## src/rtl/mem_initiator.sv

```systemverilog
// ---------------------------------------------------------------------------
// mem_initiator
//
// Requesting end of the physical-memory port. Accepts one CPU read/write
// request at a time, presents it to a synchronous memory responder with a
// one-cycle strobe, holds address/data stable until the transfer ends, waits
// for the matching acknowledge (or NXM, or a timeout) and returns exactly one
// one-cycle response.
//
// Handshake (both sides): a request transfers on the posedge where
// req_valid && req_ready are both 1. req_ready is 1 only while idle. The
// response side has no back-pressure: resp_valid is a one-cycle pulse and
// resp_rdata/resp_nxm stay valid until the next response.
//
// Ports
//   clk, reset         clock (posedge) / synchronous active-low reset
//   req_valid/ready    CPU request handshake
//   req_write          1 = write, 0 = read
//   req_addr/wdata     request address and write data
//   resp_valid         one-cycle response pulse
//   resp_rdata/nxm     response read data and non-existent-memory flag
//   err_stray          sticky: ack/nxm seen when none was expected
//   mem_addr/write_data address and data to the responder
//   mem_read/write     one-cycle strobes to the responder
//   mem_read_data      read data from the responder, taken with read_ack
//   read_ack/write_ack completion from the responder
//   nxm                responder reports no memory at mem_addr
//   dbg_state          current FSM state, for observation only
// ---------------------------------------------------------------------------
module mem_initiator #(
  parameter int TIMEOUT = 15,
  parameter int ADDR_W  = 22,
  parameter int DATA_W  = 36
) (
  input  logic              clk,
  input  logic              reset,
  input  logic              req_valid,
  output logic              req_ready,
  input  logic              req_write,
  input  logic [ADDR_W-1:0] req_addr,
  input  logic [DATA_W-1:0] req_wdata,
  output logic              resp_valid,
  output logic [DATA_W-1:0] resp_rdata,
  output logic              resp_nxm,
  output logic              err_stray,
  output logic [ADDR_W-1:0] mem_addr,
  output logic [DATA_W-1:0] mem_write_data,
  output logic              mem_read,
  output logic              mem_write,
  input  logic [DATA_W-1:0] mem_read_data,
  input  logic              read_ack,
  input  logic              write_ack,
  input  logic              nxm,
  output logic [1:0]        dbg_state
);

  // A zero TIMEOUT disables the timeout; keep the counter at least 1 bit wide.
  localparam int CNT_W = (TIMEOUT > 0) ? $clog2(TIMEOUT + 1) : 1;
  localparam logic [CNT_W-1:0] TO_LAST = CNT_W'((TIMEOUT > 0) ? TIMEOUT - 1 : 0);

  typedef enum logic [1:0] {
    S_IDLE = 2'd0,
    S_REQ  = 2'd1,
    S_WAIT = 2'd2,
    S_RESP = 2'd3
  } state_t;

  state_t           state;
  logic             is_write;
  logic [CNT_W-1:0] cnt;

  assign dbg_state = state;

  always_ff @(posedge clk) begin
    if (!reset) begin
      state          <= S_IDLE;
      is_write       <= 1'b0;
      cnt            <= '0;
      req_ready      <= 1'b0;
      resp_valid     <= 1'b0;
      resp_rdata     <= '0;
      resp_nxm       <= 1'b0;
      err_stray      <= 1'b0;
      mem_addr       <= '0;
      mem_write_data <= '0;
      mem_read       <= 1'b0;
      mem_write      <= 1'b0;
    end else begin
      // Strobes and the response pulse last one cycle unless re-asserted.
      mem_read   <= 1'b0;
      mem_write  <= 1'b0;
      resp_valid <= 1'b0;

      unique case (state)
        S_IDLE: begin
          if (req_valid && req_ready) begin
            state          <= S_REQ;
            req_ready      <= 1'b0;
            is_write       <= req_write;
            mem_addr       <= req_addr;
            mem_write_data <= req_wdata;
            // Strobe is issued together with entering REQ so that it is
            // visible for exactly the REQ cycle.
            mem_read       <= !req_write;
            mem_write      <= req_write;
          end else begin
            // Covers the first idle cycle after reset, where ready is still 0.
            req_ready <= 1'b1;
          end
          if (read_ack || write_ack || nxm) err_stray <= 1'b1;
        end

        S_REQ: begin
          state <= S_WAIT;
          cnt   <= '0;
          // The responder cannot legitimately answer in the strobe cycle.
          if (read_ack || write_ack || nxm) err_stray <= 1'b1;
        end

        S_WAIT: begin
          if (nxm) begin
            state      <= S_RESP;
            resp_valid <= 1'b1;
            resp_nxm   <= 1'b1;
            resp_rdata <= '0;
          end else if (is_write ? write_ack : read_ack) begin
            state      <= S_RESP;
            resp_valid <= 1'b1;
            resp_nxm   <= 1'b0;
            resp_rdata <= is_write ? '0 : mem_read_data;
          end else if (TIMEOUT != 0 && cnt == TO_LAST) begin
            state      <= S_RESP;
            resp_valid <= 1'b1;
            resp_nxm   <= 1'b1;
            resp_rdata <= '0;
          end else if (TIMEOUT != 0) begin
            // Exits at TO_LAST, so the counter never wraps.
            cnt <= cnt + 1'b1;
          end
          if (is_write ? read_ack : write_ack) err_stray <= 1'b1;
        end

        S_RESP: begin
          state     <= S_IDLE;
          req_ready <= 1'b1;
          // Typically a late ack from a responder we already timed out.
          if (read_ack || write_ack || nxm) err_stray <= 1'b1;
        end

        default: begin
          state <= S_IDLE;
        end
      endcase
    end
  end

endmodule

```

## config.mk

```make
export PLATFORM = sky130hd
export DESIGN_NAME = mem_initiator
export DESIGN_NICKNAME = d
export VERILOG_FILES = /design/src/rtl/mem_initiator.sv
export SDC_FILE = /design/constraint.sdc
export NUM_CORES = 1
export LEC_CHECK = 0
export ABC_CLOCK_PERIOD_IN_PS = 3360
export BUFFER_PORTS_ARGS = -buffer_cell sky130_fd_sc_hd__buf_2
export CORE_MARGIN = 2
export CORE_UTILIZATION = 48
export CTS_CLUSTER_DIAMETER = 60
export DETAILED_ROUTE_END_ITERATION = 16
export PLACE_DENSITY = 0.84
export SYNTH_ARGS = -nofsm -noshare
export SYNTH_HDL_FRONTEND = slang
export SYNTH_SLANG_ARGS = --single-unit
```

## constraint.sdc

```tcl
create_clock -name clk -period 3.36 [get_ports clk]
set_input_delay 0.336 -clock clk [delete_from_list [all_inputs] [get_ports clk]]
set_output_delay 0.336 -clock clk [all_outputs]
set_load 0.01 [all_outputs]
```

# --- After elaboration in Yosys (flattened, before gate mapping) ---
# Index checks and enable logic that the tools add are counted.
word_totals:
  out_inout_bits: 102
  word_cells: 66
  ff_bits: 107
  inputBits: 101
classes:
  muxes: 26
  n_reduce_logical: 16
  add_sub_neg: 1
  n_eq_ne: 11
op_table:
  columns: ["cell", "n"]
  rows:
  - ["2-to-1 mux 36 bit", 4]
  - ["2-to-1 mux 4 bit", 3]
  - ["2-to-1 mux 1 bit", 11]
  - ["!= test 2 bit (second input constant)", 5]
  - ["AND reduction 2 bit", 5]
  - ["2-to-1 mux 2 bit", 4]
  - ["one-hot mux 2 bit (4 select lines)", 1]
  - ["one-hot mux 4 bit (2 select lines)", 1]
  - ["adder 4 x 1 -> 4 bit (second input constant)", 1]
  - ["== test 2 bit (second input constant)", 2]
  - ["== test 4 bit (second input constant)", 1]
  - ["!= test 4 bit (second input constant)", 1]
  - ["one-hot mux 1 bit (2 select lines)", 2]
  - ["AND reduction 4 bit", 1]
  - ["nonzero test 2 bit", 2]
  - ["AND reduction 3 bit", 1]
  - ["nonzero test 3 bit", 1]
  - ["OR reduction 3 bit", 1]
  - ["== test 2 x 1 -> 1 bit (second input constant)", 1]
  - ["zero test 2 bit", 1]
  - ["logical OR 1 bit", 2]
  - ["!= test 2 x 1 -> 1 bit (second input constant)", 1]
  - ["logical AND 1 bit", 1]
  - ["zero test 1 bit", 1]

# --- Logic depth before layout (Yosys ltp) ---
# Gate-level depths: netlist (run 1).
depth:
  ltp_word: 5
  depth_mapped: 7
  mapped_depth_nobuf: 5

# --- Worst setup path before layout (run 1) ---
# Ideal clock, no wire load.
synth_timing:
  kind: "register -> register"
  from: "register state[0], in the netlist dbg_state[0]"
  to: "register resp_rdata[0]"
  arrival_time_ps: 1839
  synth_period_minus_slack_ps: 1896
  path_stages_with_launch: 8
  setup_time_ps: 57
  n_path_buf: 2
  t_required_ps: 3303
  slack_ps: 1464
  cell_sequence: "dfxtp_1 inv_1 ha_1 buf_2 nand2b_2 nor3_1 buf_2 a22o_2"
synth_between:
  elab_chain_len: 2
synth_lines:
  columns: ["element", "line_no", "source"]
  rows:
  - ["from (decl)", "68", "state_t state;"]
  - ["from (signal assigned)", "76", "state <= S_IDLE;"]
  - ["from (signal assigned)", "97", "state <= S_REQ;"]
  - ["from (signal assigned)", "114", "state <= S_WAIT;"]
  - ["== test 2 bit", "94", "unique case (state)"]
  - ["AND reduction 2 bit (no line)", null, null]
  - ["to (signal assigned)", "130", "resp_rdata <= is_write ? '0 : mem_read_data;"]
  - ["to (decl)", "43", "output logic [DATA_W-1:0] resp_rdata,"]
# No other way between the ends.
# A chain may end at the register's enable or synchronous reset.

# --- Final worst setup path (run 1) ---
layout_timing:
  from: "register state[1], in the netlist dbg_state[1]"
  to: "register mem_addr[9]"
layout_between:
  elab_chain_len: 2
layout_lines:
  columns: ["element", "line_no", "source"]
  rows:
  - ["zero test 2 bit", "94", null]
  - ["AND reduction 2 bit (no line)", null, null]
  - ["to (signal assigned)", "100", "mem_addr <= req_addr;"]
  - ["to (decl)", "46", "output logic [ADDR_W-1:0] mem_addr,"]
# No other way between the ends.

==> results of run 1 <==
==> final cells by class <==
| class | instances | area share [%] |
|---|---|---|
| Clock buffer | 10 | 2.51 |
| Inverter | 7 | 0.517 |
| Clock inverter | 6 | 1.11 |
| Sequential cell | 107 | 42.1 |
| Timing Repair Buffer | 206 | 20.5 |
| Tap cell | 102 | 2.51 |
| Multi-Input combinational cell | 269 | 30.7 |
==> metrics by stage <==
stage / util (%) / std cells / hold WS [ns] / worst slack (ns)
after floorplan: - / 413 / 0.415 / 1.46
after global placement: 63.1 / 691 / 0.438 / 1.49
after detailed placement: 63.1 / 691 / 0.443 / 1.33
after CTS: 65.4 / 707 / 0.152 / 1.32
after global routing: 65.4 / 707 / 0.148 / 1.09
final: 65.4 / 707 / 0.171 / 1.31
==> path summary, 6_finish.rpt <==
check / startpoint / slack, ns / cells after the start / end
worst max-delay path: dbg_state[1]$_SDFFE_PN0P_ / 1.31 / 5 / mem_addr[9]$_SDFFE_PN0P_
worst min-delay path: req_write / 0.17 / 2 / mem_read$_SDFF_PN0_
worst max register to register: dbg_state[1]$_SDFFE_PN0P_ / 1.31 / 5 / mem_addr[9]$_SDFFE_PN0P_
worst min register to register: mem_write_data[32]$_SDFFE_PN0P_ / 0.46 / 2 / mem_write_data[32]$_SDFFE_PN0P_
==> Yosys cell counts, types with 2 or more instances <==
library cell | instances | area [µm²]
nand2_1 | 122 | 458
dfxtp_1 | 107 | 2140
a21oi_1 | 62 | 310
a22o_2 | 27 | 270
clkbuf_1 | 21 | 78.8
a22o_1 | 9 | 78.8
ha_1 | 7 | 87.6
inv_1 | 6 | 22.5
mux2i_1 | 6 | 60.1
buf_2 | 5 | 25.0
buf_6 | 4 | 45.0
o211ai_1 | 4 | 30.0
and3_1 | 3 | 18.8
nand2b_1 | 3 | 18.8
nor3_1 | 3 | 15.0
nand3_1 | 2 | 10.0
nand4_1 | 2 | 12.5
o31ai_1 | 2 | 15.0
==> flip-flops by register name, summed over array words and instances, names as in the netlist <==
signal          flops
mem_write_data     36
dbg_state           2
req_ready           1
mem_read            1
err_stray           1
mem_write           1
is_write            1
resp_rdata         36
cnt                 4
resp_nxm            1
mem_addr           22
resp_valid          1
==> metal layers <==
| layer | GRT usage, % | part of all wire, % | vias up |
|---|---|---|---|
| li1 | - | - | 1786 |
| met1 | 25.3 | 38 | 1665 |
| met2 | 40.5 | 54 | 123 |
| met3 | 7.22 | 7.2 | 10 |
| met4 | 6.04 | 1.3 | 0 |
| met5 | 0 | 0 | - |
==> report_power, final <==
group	internal [mW]	switching [mW]
sequential	1.41	0.0881
clock	0.288	0.451
combinational	0.319	0.498
==> kinds of logic (layout without fill, tap and decap cells) <==
logic type                 after synthesis  in the layout  synth area share [%]
adders and majority gates                7              7                  2.26
muxes                                    7              7                  1.94
DFF                                    107            107                  55.4
buffers and inverters                   37            229                  4.53
AOI/OAI and AO/OA                      113            113                  20.7
and+or+nand+nor                        142            142                  15.2
==> cell usage in the layout (no fill, tap or decap), types with 2 or more instances in the layout <==
cell | synthesis | final
a21oi_1 | 62 | 62
a22o_1 | 9 | 9
a22o_2 | 27 | 27
and3_1 | 3 | 2
buf_2 | 5 | 202
buf_4 | 0 | 4
clkbuf_8 | 0 | 9
dfxtp_1 | 107 | 107
ha_1 | 7 | 7
inv_1 | 6 | 6
inv_6 | 0 | 2
inv_8 | 0 | 2
mux2i_1 | 6 | 6
nand2_1 | 122 | 122
nand2b_1 | 3 | 3
nand4_1 | 2 | 2
nor3_1 | 3 | 2
o211ai_1 | 4 | 4
o31ai_1 | 2 | 2
==> impl_results.md, run 1 <==
* Run status: finished, final reports clean
* Clk slew on worst S/H paths at 0.11 ns
* # nets final at 708
* Vias in the first global route at about 3,500
* FF+latch area at around 2100 µm²
* Critical Path Source Type: register
* Clock Path Buffers at 2
* Tot GR Track Use at between 20% and 30%
* Avg Vias per Cell at 5.07
* Diode count at 0
* CP Cell Sequence: inv_1 > ha_1 > and3_2 > nand2_1 > a21oi_1
* Syn Inst Count at 413
* Delay-heaviest family, CP: simple AND/OR/NAND/NOR gates
* I/O pin count at 203
* Class of the worst hold path: in -> reg
* Largest net degree at the start of global routing at 61
* Tcrit/Tclk final at between 60% and 70%
* Arr. time, crit path at 2.34 ns
* Post-CTS sizing at 0
* Total power at 3.06 mW
* Post-Syn Area at ~3900 µm²
* ANT nets after route at 0
* RSZ-0062 raised after global routing: false
* Register bit count reported by yosys at 107
* Area Overhead vs Synth at 31.4%
* Final wirelength at 10,100 µm
* First-pass GRT wire length at 15,900 µm
* Number of CTS-inserted buffers at 9
* Clk sink count at between 100 and 150
* Syn_nets at 521
* Core ar. at 7770 µm²
* VDD IR-drop max at 0.000415 V
* Pwr dens at 601 nW/µm²
* Max-Cap Viols at 0
* Crit Path Category: reg -> reg
* Postcts setup bufs at 0
* Remaining DRCs at 0
* EDFF count, synth at 0
* DRT iter0 DRCs at 162
* Row Count at 32
* Latest clock arrival within the worst-skew pair at 0.36 ns
* Mapped Avg Cell Area at 9.36 µm²
* Share of flip-flops with an asynchronous set or reset at 0%
* Hold Vio Cnt, Final at 0
* Number of port buffers at between 200 and 250
* Design area at 5080 µm²
* Drt first pass iters at 5
* Avg WL per Cell at 14.3 µm
* Die width at about 94 µm
* CP Max Fanout at 60
* Relative slew margins at 30.1%
* H-tree depth at 3
* Initial Util at around 50%
* Total gr overflow at 0
* Minimum clock period at 2.05 ns
* CP Data Required Time at 3.65 ns
* Slowest stage delay, CP at a little under 0.9 ns
* Initial antenna violation count at 0
* Slew Limit Fails at 0
* Clk_skew at 0.0164 ns
* Vias at 3,584
* Root buffer cell: clkbuf_8
* Routability cong. at 0.855
* Fmax at slightly below 0.5 GHz
* Post-DP HPWL at 7360 µm
* Yosys Warn Count at 0
* Post-synth top flop: dfxtp_1
* Bufs and invs on worst path at 1
* Ratio of cells with drive above 1 in the final layout at approximately 42%
* CTS tree: built
* # setup viols final at 0
* Unique masters post-synth at 36
* Hold-fix buffer count after cts at 0
* Die Y at about 94 µm
* Post-synthesis sequential area ratio at between 50% and 60%
* Setup TNS at 0 ns
* Post-DP Area at between 4000 and 5000 µm²
* Multi-input gate area at 1560 µm²
* Die Area at 8790 µm²
* Leakage at 2.42 nW
* Worst setup EP type: register
* Slowest CP cell: and3_2
* Worst slew pin tran at about 1.0 ns
* Filler instances at around 660
(Power assumes the default switching activity.)
==> inputs of run 2 (changes only) <==
- ABC_AREA: default -> 1
- ABC_CLOCK_PERIOD_IN_PS: 3360 -> 2100
- CORE_UTILIZATION: 48 -> 45
- PLACE_DENSITY: 0.84 -> 0.8
- clock period: 3.36 -> 2.1 ns (I/O delays scaled with it)
==> impl_results.md, run 2 <==
* Pwr dens at 1040 nW/µm² (was 601 nW/µm²)
* ANT nets after route at 0 (unchanged)
* Ratio of cells with drive above 1 in the final layout at 34.7% (was 42.5%)
* Worst r2r src: dbg_state[1]$_SDFFE_PN0P_ (unchanged)
* Initial antenna violation count at 0 (unchanged)
* Root buffer cell: clkbuf_8 (unchanged)
* FF+latch area at 2140 µm² (unchanged)
* Minimum clock period at 1.93 ns (was 2.05 ns)
* Run status: finished, final reports clean (unchanged)
* Bufs and invs on worst path at 4 (was 1)
* Tcrit/Tclk final at 92.1% (was 61.1%)
* Slowest CP cell: nor2_4 (was and3_2)
* Mapped Avg Cell Area at 7.84 µm² (was 9.36 µm²)
* Clk sink count at 107 (unchanged)
* Number of port buffers at 202 (unchanged)
* Hold Path Sink: mem_addr[13]$_SDFFE_PN0P_ (was mem_read$_SDFF_PN0_)
* Final WS setup at 0.166 ns (was 1.31 ns)
* CP Max Fanout at 36 (was 60)
* Area Overhead vs Synth at 33.5% (was 31.4%)
* Post-synthesis simple-gate area fraction at 23.2% (was 15.2%)
* Inst Count DP at 791 (was 691)
* Post-synth top area cell: dfxtp_1 (unchanged)
* Critical Path Source Type: register (unchanged)
* Slowest stage delay, CP at 0.51 ns (was 0.89 ns)
* Class of the worst hold path: in -> reg (unchanged)
* Worst slew pin tran at 0.625 ns (was 1.05 ns)
* R2R setup slack at 0.17 ns (was 1.31 ns)
* Delay-heaviest family, CP: buffers and inverters (was simple AND/OR/NAND/NOR gates)
* Relative slew margins at 58.2% (was 30.1%)
* Largest registers: mem_write_data: 36 flops, resp_rdata: 36 flops, mem_addr: 22 flops (unchanged)
* Area fraction in compound gates after synthesis at 14.6% (was 20.7%)
* Remaining DRCs at 0 (unchanged)
* Worst setup EP type: register (unchanged)
* # setup viols final at 0 (unchanged)
* Synth area leaders: dfxtp_1 (55%), nor2_1 (13%), nand2_1 (8.4%), o21ai_0 (8.0%), a21oi_1 (4.3%) (was dfxtp_1 (55%), nand2_1 (12%), a21oi_1 (8.0%), a22o_2 (7.0%), ha_1 (2.3%))
* Row Count at 34 (was 32)
* Clock Path Buffers at 2 (unchanged)
* Share of flip-flops with an asynchronous set or reset at 0% (unchanged)
* Clk_skew at 0.0110 ns (was 0.0164 ns)
* H-tree depth at 3 (unchanged)
* Post-synth top flop: dfxtp_1 (unchanged)
* Tot GR Track Use at 21.2% (was 22.4%)
* Most common cell after layout, fill and taps aside: buf_2 (unchanged)
* Fmax at 0.517 GHz (was 0.487 GHz)
* Worst reg2reg endpoint: is_write$_SDFFE_PN0P_ (was mem_addr[9]$_SDFFE_PN0P_)
* Arr. time, crit path at 2.19 ns (was 2.34 ns)
* Post-DP Area at 5030 µm² (was 4900 µm²)
* Pre-CTS setup slack at -0.0968 ns (was 1.33 ns)
* Drt first pass iters at 4 (was 5)
* Slew Limit Fails at 0 (unchanged)
* Largest net degree at the start of global routing at 66 (was 61)
* Initial Util at 45.7% (was 49.8%)
* CTS tree: built (unchanged)
* Diode count at 0 (unchanged)
* Post-synthesis sequential area ratio at 54.5% (was 55.4%)
* DRT iter0 DRCs at 95 (was 162)
* Yosys Warn Count at 0 (unchanged)
* VDD IR-drop max at 0.000508 V (was 0.000415 V)
* Multi-input gate area at 1610 µm² (was 1560 µm²)
* I/O pin count at 203 (unchanged)
* Clk slew on worst S/H paths at 0.11 ns (about the same)
* Syn_nets at 609 (was 521)
* HP Start: req_addr[13] (was req_write)
* Core ar. at 8590 µm² (was 7770 µm²)
* Post-Route Utilization at 61.0% (was 65.4%)
* Syn Inst Count at 501 (was 413)
* Count leader, synth: nor2_1 (was nand2_1)
* Die Area at 9490 µm² (was 8790 µm²)
* Post-DP HPWL at 7140 µm (was 7360 µm)
* RSZ-0062 raised after global routing: true (was false)
* Max-Cap Viols at 0 (unchanged)
* # nets final at 804 (was 708)
* Total gr overflow at 0 (unchanged)
* Post-Syn Area at 3930 µm² (was 3870 µm²)
* Worst r2r path cells at 7 (was 5)
* Register bit count reported by yosys at 107 (unchanged)
* Design area at 5240 µm² (was 5080 µm²)
* Number of CTS-inserted buffers at 9 (unchanged)
* Hold Vio Cnt, Final at 0 (unchanged)
* Vias in the first global route at 3,903 (was 3,455)
* CP most frequent cell: inv_1
* Largest family of logic cells by synthesized area: simple AND/OR/NAND/NOR gates (was compound AO/OA/AOI/OAI gates)
* First-pass GRT wire length at 16,900 µm (was 15,900 µm)
* Mux cell area share after synthesis at 0% (was 1.94%)
* Adder-cell share of the synthesized area at 2.23% (was 2.26%)
* Avg Vias per Cell at 4.86 (was 5.07)
* Die width at 97.4 µm (was 93.8 µm)
* EDFF count, synth at 0 (unchanged)
* Commonest cells in the netlist: nor2_1 (133), dfxtp_1 (107), nand2_1 (88) (was nand2_1 (122), dfxtp_1 (107), a21oi_1 (62))
* Filler instances at 788 (was 657)
* Crit Path Category: reg -> reg (unchanged)
* Routability cong. at 0.865 (was 0.855)
* Final non-filler cell total at 809 (was 707)
* Avg WL per Cell at 12.5 µm (was 14.3 µm)
* Die Y at 97.4 µm (was 93.8 µm)
* Top-area cell type share of the netlist area at 54.5% (was 55.4%)
* Unique masters post-synth at 22 (was 36)
* Final wirelength at 10,100 µm (about the same)
* Most frequent cells in the layout: buf_2 (202), nor2_1 (133), dfxtp_1 (107), nand2_1 (88), o21ai_0 (63) (was buf_2 (202), nand2_1 (122), dfxtp_1 (107), a21oi_1 (62), a22o_2 (27))
* Xor/xnor share of the synthesized area at 0.446% (was 0%)
* Hold path cells at 3 (was 2)
* CP Cell Sequence: inv_1 > ha_1 > inv_1 > nor2_4 > inv_2 > buf_4 > a31o_2 (was inv_1 > ha_1 > and3_2 > nand2_1 > a21oi_1)
* Leakage at 2.63 nW (was 2.42 nW)
* Latest clock arrival within the worst-skew pair at 0.36 ns (about the same)
* Vias at 3,930 (was 3,584)
* Total power at 5.46 mW (was 3.06 mW)
* CP Data Required Time at 2.36 ns (was 3.65 ns)
==> run 2: how the worst max path moves through the flow <==
stage                              startpoint                              end  slack (ns)  cells past startpoint
floorplan           dbg_state[0]$_SDFFE_PN0P_  mem_write_data[19]$_SDFFE_PN0P_        0.53                      9
global placement    dbg_state[0]$_SDFFE_PN0P_            is_write$_SDFFE_PN0P_       -0.04                      7
detailed placement  dbg_state[1]$_SDFFE_PN0P_            is_write$_SDFFE_PN0P_        -0.1                      7
CTS                 dbg_state[1]$_SDFFE_PN0P_            is_write$_SDFFE_PN0P_        0.16                      7
global route        dbg_state[0]$_SDFFE_PN0P_            is_write$_SDFFE_PN0P_      -0.006                      7
finish              dbg_state[1]$_SDFFE_PN0P_            is_write$_SDFFE_PN0P_        0.17                      7
==> run 2: cells by family (layout without fill, tap and decap cells) <==
group                    Yosys count  after routing
adder cells (fa/ha/maj)            7              7
AO/OA/AOI/OAI                    107            107
flip-flops                       107            107
XOR/XNOR                           2              2
AND/OR/NAND/NOR                  234            235
buffers and inverters             44            243
==> run 2: tightest hold or removal path, stage by stage <==
cell and delay (ns):
buf_2 0.08, nor2_1 0.03, nor2_1 0.08
==> run 2: layout make-up <==
cell class | instances | area share [%]
sequential | 107 | 40.8
tap | 108 | 2.58
inverter | 14 | 1.00
clock inverter | 6 | 0.954
multi-input combinational | 351 | 30.6
timing repair buffer | 213 | 21.4
clock buffer | 10 | 2.62
==> run 2: per-stage QoR <==
| stage | hold WS (ns) | TNS (ns) |
|---|---|---|
| floorplan | 0.282 | 0 |
| global placement | 0.385 | -0.0425 |
| detailed placement | 0.387 | -0.199 |
| CTS | 0.0489 | 0 |
| global route | 0.0489 | -0.00608 |
| finish | 0.0638 | 0 |
==> run 2: power by group <==
| group | switching, mW | internal [mW] |
|---|---|---|
| clock network | 0.705 | 0.477 |
| logic | 1.08 | 0.656 |
| registers | 0.166 | 2.38 |
| total | 1.95 | 3.51 |
==> run 2: repair_timing <==
action,CTS,global route
buffers inserted,0,0
endpoints found under the setup margin,19,11
cloned,1,0
pin swaps,1,0
endpoints found under the hold margin,1,0
hold buffers,1,0
gates resized for setup,0,1
==> run 2: routing by layer <==
layer	vias up	track usage, %	wire [µm]
met5	-	0	0
met4	0	6.30	156
met3	13	7.48	865
met2	150	38.2	4980
met1	1779	23.4	4140
li1	1988	-	-
==> inputs of run 3 (changes only) <==
- ABC_AREA: 1 -> default
==> impl_results.md, run 3 (synthesis gave the netlist of run 1 again) <==
* CP startpoint: dbg_state[0]$_SDFFE_PN0P_ (was dbg_state[1]$_SDFFE_PN0P_)
* Clock Path Buffers at 2 (unchanged)
* Drt first pass iters at 8 (was 4)
* Crit Path Category: reg -> reg (unchanged)
* Final non-filler cell total at 712 (was 809)
* Arr. time, crit path at 2.16 ns (was 2.19 ns)
* Worst r2r src: dbg_state[0]$_SDFFE_PN0P_ (was dbg_state[1]$_SDFFE_PN0P_)
* Vias in the first global route at 3,460 (was 3,903)
* Die Y at 96.7 µm (was 97.4 µm)
* Initial antenna violation count at 0 (unchanged)
* CTS tree: built (unchanged)
* Leakage at 2.47 nW (was 2.63 nW)
* Worst setup EP type: register (unchanged)
* Number of CTS-inserted buffers at 9 (unchanged)
* Inst Count DP at 696 (was 791)
* Worst reg2reg endpoint: cnt[3]$_SDFFE_PN0P_ (was is_write$_SDFFE_PN0P_)
* DRT iter0 DRCs at 150 (was 95)
* Max-Cap Viols at 0 (unchanged)
* Met2 usage at 34.3% (was 38.2%)
* Die Area at 9350 µm² (was 9490 µm²)
* Comb power frac at 26.3% (was 31.8%)
* # nets final at 710 (was 804)
* Slew Limit Fails at 0 (unchanged)
* Diode count at 0 (unchanged)
* Class of the worst hold path: in -> reg (unchanged)
* M3 GR Usage at 6.29% (was 7.48%)
* Most common cell after layout, fill and taps aside: buf_2 (unchanged)
* # setup viols final at 0 (unchanged)
* VDD IR-drop max at 0.000447 V (was 0.000508 V)
* Post-DP HPWL at 7110 µm (was 7140 µm)
* Relative slew margins at 58.8% (was 58.2%)
* Hold_ws at 0.0458 ns (was 0.0638 ns)
* Setup TNS at 0 ns (unchanged)
* Latest clock arrival within the worst-skew pair at 0.36 ns (about the same)
* Net Sw Power at 1.65 mW (was 1.95 mW)
* Top Usage Layer GRT: met2 (unchanged)
* Routability cong. at 0.768 (was 0.865)
* Number of port buffers at 202 (unchanged)
* Critical Path Source Type: register (unchanged)
* Worst slew pin tran at 0.618 ns (was 0.625 ns)
* Pwr dens at 993 nW/µm² (was 1040 nW/µm²)
* Clk slew on worst S/H paths at 0.10 ns (was 0.11 ns)
* Run status: finished, final reports clean (unchanged)
* Post-CTS sizing at 0 (unchanged)
* Tot GR Track Use at 20.6% (was 21.2%)
* RSZ-0062 raised after global routing: false (was true)
* Postcts setup bufs at 0 (unchanged)
* Clk sink count at 107 (unchanged)
* Fmax at 0.532 GHz (was 0.517 GHz)
* R2R setup slack at 0.22 ns (was 0.17 ns)
* Initial Util at 46.8% (was 45.7%)
* Worst r2r path cells at 5 (was 7)
* Tcrit/Tclk final at 89.4% (was 92.1%)
* Cell Int Power at 3.51 mW (about the same)
* Hold-fix buffer count after cts at 0 (was 1)
* Clock network fraction of design power at 27.2% (was 21.6%)
* Final wirelength at 9950 µm (was 10,100 µm)
* CP Max Fanout at 10 (was 36)
* Largest registers: mem_write_data: 36 flops, resp_rdata: 36 flops, mem_addr: 22 flops (unchanged)
* Worst setup path endpoint: cnt[3]$_SDFFE_PN0P_ (was is_write$_SDFFE_PN0P_)
* Avg WL per Cell at 14.0 µm (was 12.5 µm)
* Core ar. at 8260 µm² (was 8590 µm²)
* Sw frac at 32.0% (was 35.7%)
* Sequential power share at 46.5% (was 46.6%)
* Area Overhead vs Synth at 34.2% (was 33.5%)
* Met1 GRT Util at 24.4% (was 23.4%)
* ANT nets after route at 0 (unchanged)
* Remaining DRCs at 0 (unchanged)
* Root buffer cell: clkbuf_8 (unchanged)
* Most frequent cells in the layout: buf_2 (202), nand2_1 (122), dfxtp_1 (107), a21oi_1 (62), a22o_2 (27) (was buf_2 (202), nor2_1 (133), dfxtp_1 (107), nand2_1 (88), o21ai_0 (63))
* Die width at 96.7 µm (was 97.4 µm)
* Slowest stage delay, CP at 0.55 ns (was 0.51 ns)
* CP Data Required Time at 2.38 ns (was 2.36 ns)
* Ratio of cells with drive above 1 in the final layout at 42.7% (was 34.7%)
* Row Count at 33 (was 34)
* Slowest CP cell: a2111oi_0 (was nor2_4)
* First-pass GRT wire length at 16,100 µm (was 16,900 µm)
* I/O pin count at 203 (unchanged)
* Avg Vias per Cell at 5.04 (was 4.86)
* Post-Route Utilization at 62.9% (was 61.0%)
* Total power at 5.15 mW (was 5.46 mW)
* Minimum clock period at 1.88 ns (was 1.93 ns)
* Hold Vio Cnt, Final at 0 (unchanged)
* Total gr overflow at 0 (unchanged)
* CP Cell Sequence: inv_1 > ha_1 > nand4b_1 > a2111oi_0 > mux2i_1 (was inv_1 > ha_1 > inv_1 > nor2_4 > inv_2 > buf_4 > a31o_2)
* Largest net degree at the start of global routing at 61 (was 66)
* H-tree depth at 3 (unchanged)
* Vias at 3,585 (was 3,930)
* Clk_skew at 0.0163 ns (was 0.0110 ns)
-- run 3: changes by cell type in the layout (fill, tap and decap cells not counted), sizes merged, moves of 4 or more --
cell and delta:
inv -6, mux2i +6, nand3 -5, nand2b +4, o211ai +4, a21oi +20, buf -4, o21ai -62
nand2 +33, nor2 -135, a22o +36
-- run 3: per-stage QoR --
stage,setup WS (ns),area [µm²]
floorplan,0.204,3870
global placement,0.338,4970
detailed placement,0.235,4970
CTS,0.234,5190
global route,0.111,5190
finish,0.222,5190
-- run 3: final cells by class --
cell class,instances,area (µm²)
Tap cell,105,131
Clock buffer,10,128
Multi-Input combinational cell,269,1560
Fill cell,745,3070
Clock inverter,6,96.3
Timing Repair Buffer,208,1110
Inverter,7,26.3
Sequential cell,107,2140
-- run 3: metal layers --
layer / up-vias / part of all wire [%]
met5: - / 0
met3: 24 / 6.8
met4: 0 / 2.5
li1: 1786 / -
met1: 1650 / 41
met2: 125 / 50
-- run 3: how the worst min path moves through the flow --
stage | startpoint | end | slack (ns) | depth (start not counted)
after global routing | req_write | mem_read$_SDFF_PN0_ | 0.03 | 2
after global placement | req_write | mem_read$_SDFF_PN0_ | 0.41 | 2
after detailed placement | req_write | mem_read$_SDFF_PN0_ | 0.42 | 2
after floorplan | req_write | mem_read$_SDFF_PN0_ | 0.29 | 1
after CTS | req_write | mem_read$_SDFF_PN0_ | 0.02 | 2
final | req_write | mem_read$_SDFF_PN0_ | 0.05 | 2
-- run 3: critical path, delay by kind of cell (launching register included) --
kind | cells | cell delay (ns)
AOI/OAI and AO/OA | 1 | 0.55
adders and majority gates | 1 | 0.40
buffers and inverters | 1 | 0.13
DFF | 1 | 0.35
muxes | 1 | 0.25
and+or+nand+nor | 1 | 0.14
-- run 3: power by group through the flow --
| stage | logic [mW] | clock network [mW] | registers, mW |
|---|---|---|---|
| 2_1_floorplan | 0.732 | 0 | 2.54 |
| 3_5_place_dp | 1.36 | 0 | 2.44 |
| 3_3_place_gp | 1.32 | 0 | 2.42 |
| 5_1_grt | 1.50 | 1.52 | 2.43 |
| 6_report | 1.36 | 1.40 | 2.39 |
| 4_1_cts | 1.36 | 1.44 | 2.40 |
